[src/rtl/elevator_call_scheduler.sv]
// Four-floor elevator call scheduler.
// Latches car and hall calls, picks the next target floor in the current
// travel direction, commands door openings and flags a stuck car.
module elevator_call_scheduler #(
  parameter int MOVE_LIMIT = 200
) (
  input  logic       clock,
  input  logic       reset,
  input  logic [3:0] car_btn,
  input  logic [2:0] hall_up,
  input  logic [2:0] hall_dn,
  input  logic [1:0] cur_floor,
  input  logic       arrived,
  input  logic       door_done,
  output logic [1:0] target_floor,
  output logic       target_valid,
  output logic       direction,
  output logic       rest,
  output logic       open_req,
  output logic [3:0] pending,
  output logic       fault
);

  typedef enum logic [1:0] {IDLE, MOVE, DOOR, FAULT} state_t;

  state_t     state_q, state_d;
  logic [3:0] car_req_q, car_req_d;
  logic [2:0] up_req_q, up_req_d;
  logic [2:0] dn_req_q, dn_req_d;
  logic [1:0] target_q, target_d;
  logic       target_valid_q, target_valid_d;
  logic       dir_q, dir_d;
  logic       rest_q, rest_d;
  logic       open_q, open_d;
  logic [3:0] pending_q, pending_d;
  logic       fault_q, fault_d;
  logic [7:0] move_cnt_q, move_cnt_d;

  logic [3:0] car_f, up_f, dn_f, any_f;
  logic [3:0] above_cur, below_cur, further;
  logic [1:0] tgt_up, tgt_dn, move_tgt;
  logic       found_up, found_dn, move_found;
  logic [1:0] clr_floor;
  logic [3:0] clr_onehot;
  logic       clr_car_en, clr_up_en, clr_dn_en;

  function automatic logic [3:0] above_mask(input logic [1:0] f);
    logic [3:0] m;
    for (int i = 0; i < 4; i++) m[i] = (i > int'(f));
    return m;
  endfunction

  function automatic logic [3:0] below_mask(input logic [1:0] f);
    logic [3:0] m;
    for (int i = 0; i < 4; i++) m[i] = (i < int'(f));
    return m;
  endfunction

  function automatic logic [1:0] lowest_set(input logic [3:0] v);
    logic [1:0] r;
    r = 2'd0;
    for (int i = 3; i >= 0; i--) if (v[i]) r = 2'(i);
    return r;
  endfunction

  function automatic logic [1:0] highest_set(input logic [3:0] v);
    logic [1:0] r;
    r = 2'd0;
    for (int i = 0; i < 4; i++) if (v[i]) r = 2'(i);
    return r;
  endfunction

  // Per-floor request views and the candidate target in each direction.
  always_comb begin
    car_f     = car_req_q;
    up_f      = {1'b0, up_req_q};
    dn_f      = {dn_req_q, 1'b0};
    any_f     = car_f | up_f | dn_f;
    above_cur = above_mask(cur_floor);
    below_cur = below_mask(cur_floor);
    found_up  = 1'b0;
    tgt_up    = 2'd0;
    found_dn  = 1'b0;
    tgt_dn    = 2'd0;
    if (|((car_f | up_f) & above_cur)) begin
      found_up = 1'b1;
      tgt_up   = lowest_set((car_f | up_f) & above_cur);
    end else if (|(dn_f & above_cur)) begin
      found_up = 1'b1;
      tgt_up   = highest_set(dn_f & above_cur);
    end
    if (|((car_f | dn_f) & below_cur)) begin
      found_dn = 1'b1;
      tgt_dn   = highest_set((car_f | dn_f) & below_cur);
    end else if (|(up_f & below_cur)) begin
      found_dn = 1'b1;
      tgt_dn   = lowest_set(up_f & below_cur);
    end
  end

  // Next-state logic: scheduling decisions, door commands and request clears.
  // Arrival is matched against the registered target so that the car reaching
  // its target floor is not lost when the strictly-ahead search moves on.
  always_comb begin
    state_d    = state_q;
    target_d   = target_q;
    dir_d      = dir_q;
    open_d     = 1'b0;
    move_cnt_d = move_cnt_q;
    clr_floor  = cur_floor;
    clr_car_en = 1'b0;
    clr_up_en  = 1'b0;
    clr_dn_en  = 1'b0;
    further    = 4'b0000;
    move_tgt   = dir_q ? tgt_up : tgt_dn;
    move_found = dir_q ? found_up : found_dn;
    case (state_q)
      IDLE: begin
        if (any_f[cur_floor]) begin
          state_d    = DOOR;
          open_d     = 1'b1;
          clr_car_en = 1'b1;
          clr_up_en  = 1'b1;
          clr_dn_en  = 1'b1;
        end else if (|any_f) begin
          dir_d      = dir_q ? (|(any_f & above_cur)) : ~(|(any_f & below_cur));
          state_d    = MOVE;
          move_cnt_d = 8'd0;
          target_d   = dir_d ? tgt_up : tgt_dn;
        end
      end
      MOVE: begin
        move_cnt_d = move_cnt_q + 8'd1;
        if (!(|any_f)) begin
          state_d = IDLE;
        end else if (arrived && (cur_floor == target_q)) begin
          state_d    = DOOR;
          open_d     = 1'b1;
          clr_floor  = target_q;
          clr_car_en = 1'b1;
          further    = dir_q ? above_mask(target_q) : below_mask(target_q);
          if (dir_q) begin
            clr_up_en = 1'b1;
            clr_dn_en = !(|(any_f & further));
          end else begin
            clr_dn_en = 1'b1;
            clr_up_en = !(|(any_f & further));
          end
        end else begin
          if (move_found) target_d = move_tgt;
          if (move_cnt_q == 8'(MOVE_LIMIT - 1)) state_d = FAULT;
        end
      end
      DOOR: begin
        if (door_done) state_d = IDLE;
      end
      FAULT: begin
        state_d = FAULT;
      end
      default: begin
        state_d = IDLE;
      end
    endcase
  end

  // Request latches (clear beats set) and the registered status outputs.
  always_comb begin
    clr_onehot = 4'b0001 << clr_floor;
    car_req_d  = car_req_q;
    up_req_d   = up_req_q;
    dn_req_d   = dn_req_q;
    if (state_q != FAULT) begin
      car_req_d = (car_req_q | car_btn) & ~(clr_car_en ? clr_onehot : 4'b0000);
      up_req_d  = (up_req_q | hall_up) & ~(clr_up_en ? clr_onehot[2:0] : 3'b000);
      dn_req_d  = (dn_req_q | hall_dn) & ~(clr_dn_en ? clr_onehot[3:1] : 3'b000);
    end
    pending_d      = car_req_d | {1'b0, up_req_d} | {dn_req_d, 1'b0};
    target_valid_d = (state_d == MOVE);
    rest_d         = (state_d == IDLE) && !(|pending_d);
    fault_d        = (state_d == FAULT);
  end

  // State and output registers.
  always_ff @(posedge clock or negedge reset) begin
    if (!reset) begin
      state_q        <= IDLE;
      car_req_q      <= 4'b0000;
      up_req_q       <= 3'b000;
      dn_req_q       <= 3'b000;
      target_q       <= 2'd0;
      target_valid_q <= 1'b0;
      dir_q          <= 1'b1;
      rest_q         <= 1'b1;
      open_q         <= 1'b0;
      pending_q      <= 4'b0000;
      fault_q        <= 1'b0;
      move_cnt_q     <= 8'd0;
    end else begin
      state_q        <= state_d;
      car_req_q      <= car_req_d;
      up_req_q       <= up_req_d;
      dn_req_q       <= dn_req_d;
      target_q       <= target_d;
      target_valid_q <= target_valid_d;
      dir_q          <= dir_d;
      rest_q         <= rest_d;
      open_q         <= open_d;
      pending_q      <= pending_d;
      fault_q        <= fault_d;
      move_cnt_q     <= move_cnt_d;
    end
  end

  assign target_floor = target_q;
  assign target_valid = target_valid_q;
  assign direction    = dir_q;
  assign rest         = rest_q;
  assign open_req     = open_q;
  assign pending      = pending_q;
  assign fault        = fault_q;

endmodule

[config.mk]
export PLATFORM = sky130hd
export DESIGN_NAME = elevator_call_scheduler
export DESIGN_NICKNAME = d
export VERILOG_FILES = /design/src/rtl/elevator_call_scheduler.sv
export SDC_FILE = /design/constraint.sdc
export NUM_CORES = 1
export LEC_CHECK = 0
export CAP_MARGIN = 0
export CORE_ASPECT_RATIO = 0.5
export CORE_MARGIN = 10
export CORE_UTILIZATION = 26
export CTS_CLUSTER_DIAMETER = 100
export DETAILED_ROUTE_END_ITERATION = 8
export DONT_BUFFER_PORTS = 1
export PLACE_DENSITY = 0.46
export RECOVER_POWER = 100
export SYNTH_ARGS = -nofsm -noshare
export SYNTH_HDL_FRONTEND = slang
export SYNTH_SLANG_ARGS = --single-unit
export TNS_END_PERCENT = 100
[constraint.sdc]
create_clock -name clock -period 3.4 [get_ports clock]
set_input_delay 1.02 -clock clock [delete_from_list [all_inputs] [get_ports clock]]
set_output_delay 1.02 -clock clock [all_outputs]
set_load 0.01 [all_outputs]
==> results of run 1 <==
cells by family after synthesis:
logic type	Yosys count	share of synthesized area (%)
AND/OR/NAND/NOR	77	22.6
multiplexers	7	4.43
XOR/XNOR	4	1.82
buffers and inverters	12	4.49
adder cells (fa/ha/maj)	1	0.651
AO/OA/AOI/OAI	69	25.5
flip-flops	31	40.5
power by group through the flow:
stage,clock (mW),sequential [mW],combinational (mW)
after detailed placement,0,0.658,0.453
after global routing,0.452,0.662,0.481
final,0.425,0.641,0.434
after floorplan,0,0.586,0.422
after global placement,0,0.659,0.455
after CTS,0.435,0.652,0.457
worst max path at each step:
stage                           from                           to  slack, ns  depth (start not counted)
5_1_grt        up_req_q[1]$_DFF_PN0_    move_cnt_q[0]$_DFFE_PN0P_       0.56                          6
2_1_floorplan           cur_floor[0]  target_floor[0]$_DFFE_PN0P_       1.04                          6
6_report       up_req_q[1]$_DFF_PN0_    move_cnt_q[3]$_DFFE_PN0P_       0.81                          5
3_5_place_dp            cur_floor[1]               rest$_DFF_PN1_       0.83                          6
3_3_place_gp            cur_floor[1]               rest$_DFF_PN1_       0.88                          6
4_1_cts                 cur_floor[1]               rest$_DFF_PN1_       1.12                          6
flip-flops by register name, summed over array words and instances (netlist names), 2 cells and up:
register / count
move_cnt_q: 8
car_f: 4
pending: 4
dn_req_q: 3
up_req_q: 3
state_q: 2
target_floor: 2
critical path: stages (launching register included):
cell and delay [ns]:
dfrtp_1 0.43, nor3_1 0.73, nand4_1 0.35, a21oi_1 0.50, or2_0 0.33, a22o_1 0.19
Yosys cell counts, drive strengths merged, types with 2 or more instances:
cell type	count	area, um^2
a21o	3	22.5
or2	3	21.3
dfrtp	29	726
nand4	2	12.5
o311ai	2	17.5
nand3b	2	15.0
a21boi	2	15.0
a22o	4	35.0
mux2	2	22.5
mux2i	4	40.0
nor2	29	109
xnor2	4	35.0
nand2	10	37.5
o21ai	13	72.6
a211oi	4	47.5
o31ai	3	36.3
inv	4	15.0
a21oi	27	150
nor2b	2	12.5
dfstp	2	52.6
or3	4	30.0
nand3	5	25.0
nand2b	4	25.0
nor3	6	57.6
and2	3	18.8
buf	4	26.3
clkbuf	4	45.0
nor4	5	52.6
layer usage:
metal  vias up  part of all wire (%)
met2        34                    47
met1       747                    45
met5         -                     0
met3         7                   6.7
li1        749                     -
met4         0                   1.2
final cells by class:
| type | count | share of cell area (%) |
|---|---|---|
| clock buffer | 7 | 6.34 |
| sequential | 31 | 37.2 |
| tap | 96 | 5.74 |
| timing repair buffer | 3 | 1.08 |
| multi-input combinational | 158 | 48.7 |
| clock inverter | 1 | 0.239 |
| inverter | 4 | 0.718 |
stage by stage:
step / std cells / setup slack (ns)
2_1_floorplan: 201 / 1.04
4_1_cts: 300 / 1.12
6_report: 300 / 0.806
3_5_place_dp: 292 / 0.826
3_3_place_gp: 292 / 0.877
5_1_grt: 300 / 0.555
==> impl_metrics.py, run 1 <==
metrics = {
    "status": {
        "status": "finished, final reports clean",
    },
    "logic_synthesis": {
        "synth_area_per_cell_um2": 9.56,
        "synth.distinct_cells": 58,
        "synth_edf_count": 0,
        "ys_ff_latch": 31,
        "postSynthCellCount": 201,
        "ys.flop_type": "dfrtp_1",
        "synth.net_count": 218,
        "async_reset_ff_share_pct": 100,
        "yosys_warnings": 0,
        "yosysSeqAreaShare_pct": 40.5,
        "netlist_area_um2": 1920,
    },
    "placed_design": {
        "place_area_um2": 1990,
        "detailed_place_hpwl_um": 3950,
        "gp_congestion": 0.896,
        "portBuffers": 0,
    },
    "floorplan": {
        "die_w_um": 142,
        "core_um2": 7240,
        "ioPinCount": 27,
        "die_h_um": 80.8,
        "start_util_pct": 26.5,
        "die_area_um2": 11400,
        "num_rows": 22,
    },
    "setup_path": {
        "reg2reg_depth": 5,
        "crit_fanout": 7,
        "r2r_start": "up_req_q[1]$_DFF_PN0_",
        "worstPathArrival_ns": 2.80,
        "start_kind": "register",
        "required_ns": 3.61,
        "reg2reg_slack_ns": 0.81,
        "cp-end-kind": "register",
        "r2r_end": "move_cnt_q[3]$_DFFE_PN0P_",
        "crit_type": "reg -> reg",
    },
    "global_route": {
        "gr-usage-met2_pct": 14.2,
        "track_usage_pct": 9.18,
        "grt_pass1_vias": 1502,
        "busiest_layer": "met2",
        "grtUsageMet1_pct": 11.8,
        "antenna_found_initial": 0,
        "grt_use_met3_pct": 3.38,
        "grt_start_max_net_pins": 32,
        "grt.overflow.total": 0,
        "grt_pass1_wl_um": 8380,
    },
    "route": {
        "drtIter0Drc": 148,
        "wl_um": 5140,
        "ant_nets": 0,
        "drcViolationCount": 0,
        "first_pass_iters": 4,
        "vias_per_cell": 5.12,
        "vias": 1537,
        "wl_per_cell_um": 17.1,
    },
    "clock_tree": {
        "cts_tree": "done",
        "cts.root.buffer_cell": "clkbuf_16",
        "post_cts_resized": 0,
        "cts.path.max_buffers": 2,
        "numCtsBuffers": 5,
        "cts_num_sinks": 31,
        "cts_hold_buf": 0,
        "post-cts-setup-buffers": 0,
        "clkLatencyLatePin_ns": 0.28,
        "path_clk_slew_ns": 0.05,
        "htreeDepth": 2,
    },
    "timing": {
        "maxSlewHeadroom_pct": 42.2,
        "min_period_over_period_pct": 76.3,
        "fin_skew_ns": 0.00517,
        "hold_violations": 0,
        "final.setup.tns_ns": 0,
        "drv_slew": 0,
        "setup_viol": 0,
        "fmax_ghz": 0.386,
        "rsz0062_at_grt": "no",
        "hold_slack_ns": 0.436,
        "fin_crit_ns": 2.59,
        "tightest_slew_ns": 0.861,
    },
    "layout": {
        "multi_input_area_um2": 1020,
        "ff_latch_area_um2": 778,
        "final_util_pct": 28.9,
        "fin_area_um2": 2090,
        "fillers": 757,
        "layout-drive-gt1-share_pct": 12.3,
        "layout.nets": 220,
        "synthToLayoutAreaGrowth_pct": 8.93,
        "final_cell_mix": "nor2_1 (29), dfrtp_1 (29), a21oi_1 (26)",
        "n_antenna_cell": 0,
    },
    "pwr": {
        "seqPwrFrac_pct": 42.7,
        "power_frac_clock_pct": 28.3,
        "irDropWorstVdd_v": 0.000205,
        "switchingPower_mw": 0.578,
        "p_sw_share_pct": 38.5,
        "power_density_nw_per_um2": 717,
        "power_mw": 1.50,
        "intPower_mw": 0.922,
        "comb_power_share_pct": 28.9,
        "p_leak_nw": 0.771,
    },
    "run": {
        "cap_violations": 0,
    },
    "worst_hold_path": {
        "hold_class": "in -> async",
    },
}
No activity file was read; power rests on OpenSTA's default activity.
==> inputs of run 2 (changes only) <==
PLACE_DENSITY = 0.48   (was 0.46)
clock period = 2.34 ns   (was 3.4 ns; I/O delays follow)
==> run 2 against run 1 <==
Global-route usage increased by 0.11 points. Flip-flop and latch count stayed put. Sequential power up 40%. Combinational power is 67% higher. Die area did not move. Final area grew 4.7%.
==> impl_metrics.py, run 2 (synthesized netlist as in run 1, its figures left out) <==
metrics = {
    "layout": {
        "largest_reg_flops": 8,
        "final_cell_mix": "nor2_1 (29), dfrtp_1 (29), a21oi_1 (25)",
        "layout-drive-gt1-share_pct": 17.9,
        "final_util_pct": 30.3,
        "layout.nets": 229,
        "fillers": 749,
        "fin_cells": 308,
        "n_antenna_cell": 0,
        "top_register": "move_cnt_q",
        "synthToLayoutAreaGrowth_pct": 14.1,
    },
    "setup_path": {
        "worstPathArrival_ns": 2.29,
        "crit_fanout": 6,
        "required_ns": 2.52,
        "cp_cell_sequence": "nor3_2 -> buf_4 -> and4_4 -> or3_4 -> o21ai_2 -> o311ai_1 -> nor4_2",
        "start_kind": "register",
        "crit_type": "reg -> reg",
        "slowest_stage": "dfrtp_1",
        "crit_path_max_incr_delay_ns": 0.45,
        "cp-end-kind": "register",
    },
    "timing": {
        "rsz0062_at_grt": "no",
        "fin_crit_ns": 2.11,
        "hold_violations": 0,
        "min_period_over_period_pct": 90.0,
        "fmax_ghz": 0.475,
        "tightest_slew_ns": 0.648,
        "fin_skew_ns": 0.00510,
        "setup_viol": 0,
        "final.setup.tns_ns": 0,
        "drv_slew": 0,
        "maxSlewHeadroom_pct": 56.1,
    },
    "floorplan": {
        "die_w_um": 142,
        "num_rows": 22,
        "die_area_um2": 11400,
        "die_h_um": 80.8,
        "core_um2": 7240,
        "ioPinCount": 27,
        "start_util_pct": 26.5,
    },
    "clock_tree": {
        "cts.path.max_buffers": 2,
        "cts.root.buffer_cell": "clkbuf_16",
        "numCtsBuffers": 5,
        "cts_tree": "done",
        "htreeDepth": 2,
        "cts_hold_buf": 0,
        "clkLatencyLatePin_ns": 0.28,
        "path_clk_slew_ns": 0.05,
        "post-cts-setup-buffers": 0,
        "post_cts_resized": 0,
        "cts_num_sinks": 31,
    },
    "status": {
        "status": "finished, final reports clean",
    },
    "worst_hold_path": {
        "hold_class": "in -> async",
    },
    "route": {
        "ant_nets": 0,
        "vias_per_cell": 5.02,
        "vias": 1545,
        "wl_per_cell_um": 16.3,
        "first_pass_iters": 5,
        "drcViolationCount": 0,
        "wl_um": 5010,
        "drtIter0Drc": 99,
    },
    "placed_design": {
        "dp_cells": 301,
        "gp_congestion": 0.828,
        "detailed_place_hpwl_um": 3840,
        "portBuffers": 0,
    },
    "global_route": {
        "grt_pass1_wl_um": 8580,
        "grt_start_max_net_pins": 32,
        "grt.overflow.total": 0,
        "grt_pass1_vias": 1557,
        "track_usage_pct": 9.30,
        "antenna_found_initial": 0,
    },
    "pwr": {
        "irDropWorstVdd_v": 0.000312,
        "power_density_nw_per_um2": 1030,
        "p_leak_nw": 0.827,
    },
    "run": {
        "cap_violations": 0,
    },
}
==> run 2: cell types whose count changed in the layout (fill, tap and decap cells not counted), moves of 2 or more <==
cell      change
buf_4         +8
nor3_2        +2
o311ai_0      -2
o311ai_1      +2
==> run 2: worst max-delay path: cells and delay by family (launching register included) <==
kind	cells	cell delay, ns
simple gates	4	1.04
flops	1	0.45
compound gates	2	0.35
buf+inv	1	0.16
==> run 2: power breakdown <==
part	switching (mW)	internal, mW	total [mW]
registers	0.204	0.693	0.897
logic	0.420	0.306	0.726
clock network	0.225	0.414	0.640
total	0.849	1.41	2.26
==> run 2: final timing paths <==
| kind | from | endpoint | slack (ns) | cells past startpoint |
|---|---|---|---|---|
| min in group clock | dn_req_q[2]$_DFF_PN0_ | dn_req_q[2]$_DFF_PN0_ | 0.50 | 2 |
| min | reset | car_f[2]$_DFF_PN0_ | 0.12 | 0 |
| max in group asynchronous | reset | direction$_DFFE_PN1P_ | 2.05 | 0 |
| max reg2reg | up_req_q[1]$_DFF_PN0_ | rest$_DFF_PN1_ | 0.23 | 7 |
| min reg2reg | dn_req_q[2]$_DFF_PN0_ | dn_req_q[2]$_DFF_PN0_ | 0.50 | 2 |
| max | up_req_q[1]$_DFF_PN0_ | rest$_DFF_PN1_ | 0.23 | 7 |
==> run 2: stage by stage <==
step           power, mW  cell area, um^2  setup WS [ns]  hold WS [ns]
2_1_floorplan       1.46             1920          0.296         0.406
3_3_place_gp        1.65             2060          0.161         0.408
3_5_place_dp        1.65             2060          0.131         0.408
4_1_cts             2.30             2200          0.204         0.113
5_1_grt             2.42             2190         0.0642         0.108
6_report            2.26             2190          0.234         0.117
==> run 2: cell type report <==
type	instances	area [um^2]	area share, %
Multi-Input combinational cell	158	1050	47.8
Sequential cell	31	778	35.5
Clock buffer	6	139	6.34
Tap cell	96	120	5.48
Timing Repair Buffer	12	86.3	3.94
Inverter	4	15.0	0.685
Clock inverter	1	5.00	0.228
==> run 2: metal layers <==
layer / GRT usage [%] / vias up / part of all wire (%)
met3: 2.97 / 2 / 4.1
met5: 0 / - / 0
met2: 15.5 / 20 / 50
li1: - / 770 / -
met4: 2.74 / 0 / 0.76
met1: 11.4 / 753 / 45
==> inputs of run 3 (changes only) <==
CORE_MARGIN = unset   (was 10)
CORE_UTILIZATION = 45   (was 26)
PLACE_DENSITY = 0.69   (was 0.48)
==> run 3 against run 2 <==
Count of clock-buffer cells in the layout unchanged. Combinational power decreased by 5.8%. First-iteration DRC count decreased by 34%. Clock power decreased by 15%. Wire length decreased by 10%.
==> impl_metrics.py, run 3 (synthesized netlist as in run 1, its figures left out) <==
metrics = {
    "placed_design": {
        "place_area_um2": 1970,
        "detailed_place_hpwl_um": 3380,
        "portBuffers": 0,
        "gp_congestion": 0.894,
    },
    "timing": {
        "min_period_over_period_pct": 90.1,
        "final.setup.tns_ns": 0,
        "fmax_ghz": 0.474,
        "drv_slew": 0,
        "maxSlewHeadroom_pct": 62.1,
        "rsz0062_at_grt": "no",
        "setup_viol": 0,
        "hold_violations": 0,
        "fin_skew_ns": 0.00250,
        "fin_crit_ns": 2.11,
        "tightest_slew_ns": 0.560,
    },
    "route": {
        "drtIter0Drc": 65,
        "first_pass_iters": 4,
        "vias_per_cell": 5.98,
        "vias": 1567,
        "drcViolationCount": 0,
        "wl_per_cell_um": 17.2,
        "wl_um": 4500,
        "ant_nets": 0,
    },
    "floorplan": {
        "num_rows": 16,
        "core_um2": 4000,
        "die_w_um": 94.4,
        "die_h_um": 48.2,
        "die_area_um2": 4550,
        "ioPinCount": 27,
        "start_util_pct": 48.0,
    },
    "global_route": {
        "grtUsageMet1_pct": 29.5,
        "grt_start_max_net_pins": 32,
        "track_usage_pct": 21.6,
        "grt.overflow.total": 0,
        "grt_use_met3_pct": 8.88,
        "antenna_found_initial": 0,
        "gr-usage-met2_pct": 32.8,
        "grt_pass1_wl_um": 7180,
        "grt_pass1_vias": 1447,
        "busiest_layer": "met2",
    },
    "setup_path": {
        "cp-end-kind": "register",
        "reg2reg_slack_ns": 0.23,
        "required_ns": 2.53,
        "crit_type": "reg -> reg",
        "r2r_start": "up_req_q[1]$_DFF_PN0_",
        "start_kind": "register",
        "r2r_end": "rest$_DFF_PN1_",
        "worstPathArrival_ns": 2.30,
        "reg2reg_depth": 6,
        "crit_fanout": 6,
    },
    "layout": {
        "final_cell_mix": "nor2_1 (29), dfrtp_1 (29), a21oi_1 (26)",
        "multi_input_area_um2": 1020,
        "n_antenna_cell": 0,
        "fillers": 381,
        "synthToLayoutAreaGrowth_pct": 6.97,
        "ff_latch_area_um2": 778,
        "fin_area_um2": 2050,
        "layout-drive-gt1-share_pct": 15.4,
        "layout.nets": 224,
        "largest_reg_flops": 8,
        "top_register": "move_cnt_q",
    },
    "clock_tree": {
        "htreeDepth": 2,
        "cts_num_sinks": 31,
        "cts.root.buffer_cell": "clkbuf_8",
        "clkLatencyLatePin_ns": 0.28,
        "numCtsBuffers": 5,
        "cts_tree": "done",
        "post-cts-setup-buffers": 0,
        "cts.path.max_buffers": 2,
        "path_clk_slew_ns": 0.07,
        "cts_hold_buf": 0,
        "post_cts_resized": 0,
    },
    "pwr": {
        "irDropWorstVdd_v": 0.000352,
        "power_density_nw_per_um2": 1040,
        "p_leak_nw": 0.783,
    },
    "run": {
        "cap_violations": 0,
    },
    "worst_hold_path": {
        "hold_class": "in -> async",
    },
    "status": {
        "status": "finished, final reports clean",
    },
}
[run 3: worst max-delay path: stages (launching register included)]
cell	delay (ns)
dfrtp_1	0.44
nor3_1	0.29
buf_4	0.21
o21ai_0	0.08
a32oi_1	0.41
o311ai_1	0.27
nor4_2	0.31
[run 3: worst max path at each step]
| stage | end | start | slack, ns |
|---|---|---|---|
| 2_1_floorplan | target_floor[0]$_DFFE_PN0P_ | cur_floor[0] | 0.30 |
| 3_3_place_gp | rest$_DFF_PN1_ | cur_floor[1] | 0.18 |
| 3_5_place_dp | rest$_DFF_PN1_ | cur_floor[1] | 0.21 |
| 4_1_cts | rest$_DFF_PN1_ | up_req_q[1]$_DFF_PN0_ | 0.28 |
| 5_1_grt | rest$_DFF_PN1_ | up_req_q[1]$_DFF_PN0_ | 0.10 |
| 6_report | rest$_DFF_PN1_ | up_req_q[1]$_DFF_PN0_ | 0.23 |
[run 3: per-layer routing]
metal | wire length, um | share of wire (%)
met1 | 2130 | 47
met2 | 1980 | 44
met3 | 365 | 8.1
met4 | 27 | 0.60
met5 | 0 | 0
[run 3: area by class of cell]
type / count / share of cell area [%]
sequential: 31 / 37.9
timing repair buffer: 7 / 2.56
multi-input combinational: 158 / 49.8
inverter: 4 / 0.731
clock buffer: 6 / 4.02
tap: 54 / 3.29
clock inverter: 2 / 1.71
[run 3: power by group]
group	switching (mW)	leakage (nW)	total, mW	internal, mW
logic	0.399	0.371	0.684	0.285
registers	0.212	0.350	0.904	0.692
clock network	0.197	0.0612	0.541	0.344
[run 3: stage by stage]
step	total power [mW]	hold slack, ns	cells	setup WS, ns	utilization [%]
2_1_floorplan	1.46	0.406	201	0.296	-
3_3_place_gp	1.60	0.407	254	0.180	49.2
3_5_place_dp	1.61	0.407	254	0.212	49.2
4_1_cts	2.16	0.104	262	0.284	52.1
5_1_grt	2.26	0.0903	262	0.105	51.3
6_report	2.13	0.111	262	0.231	51.3
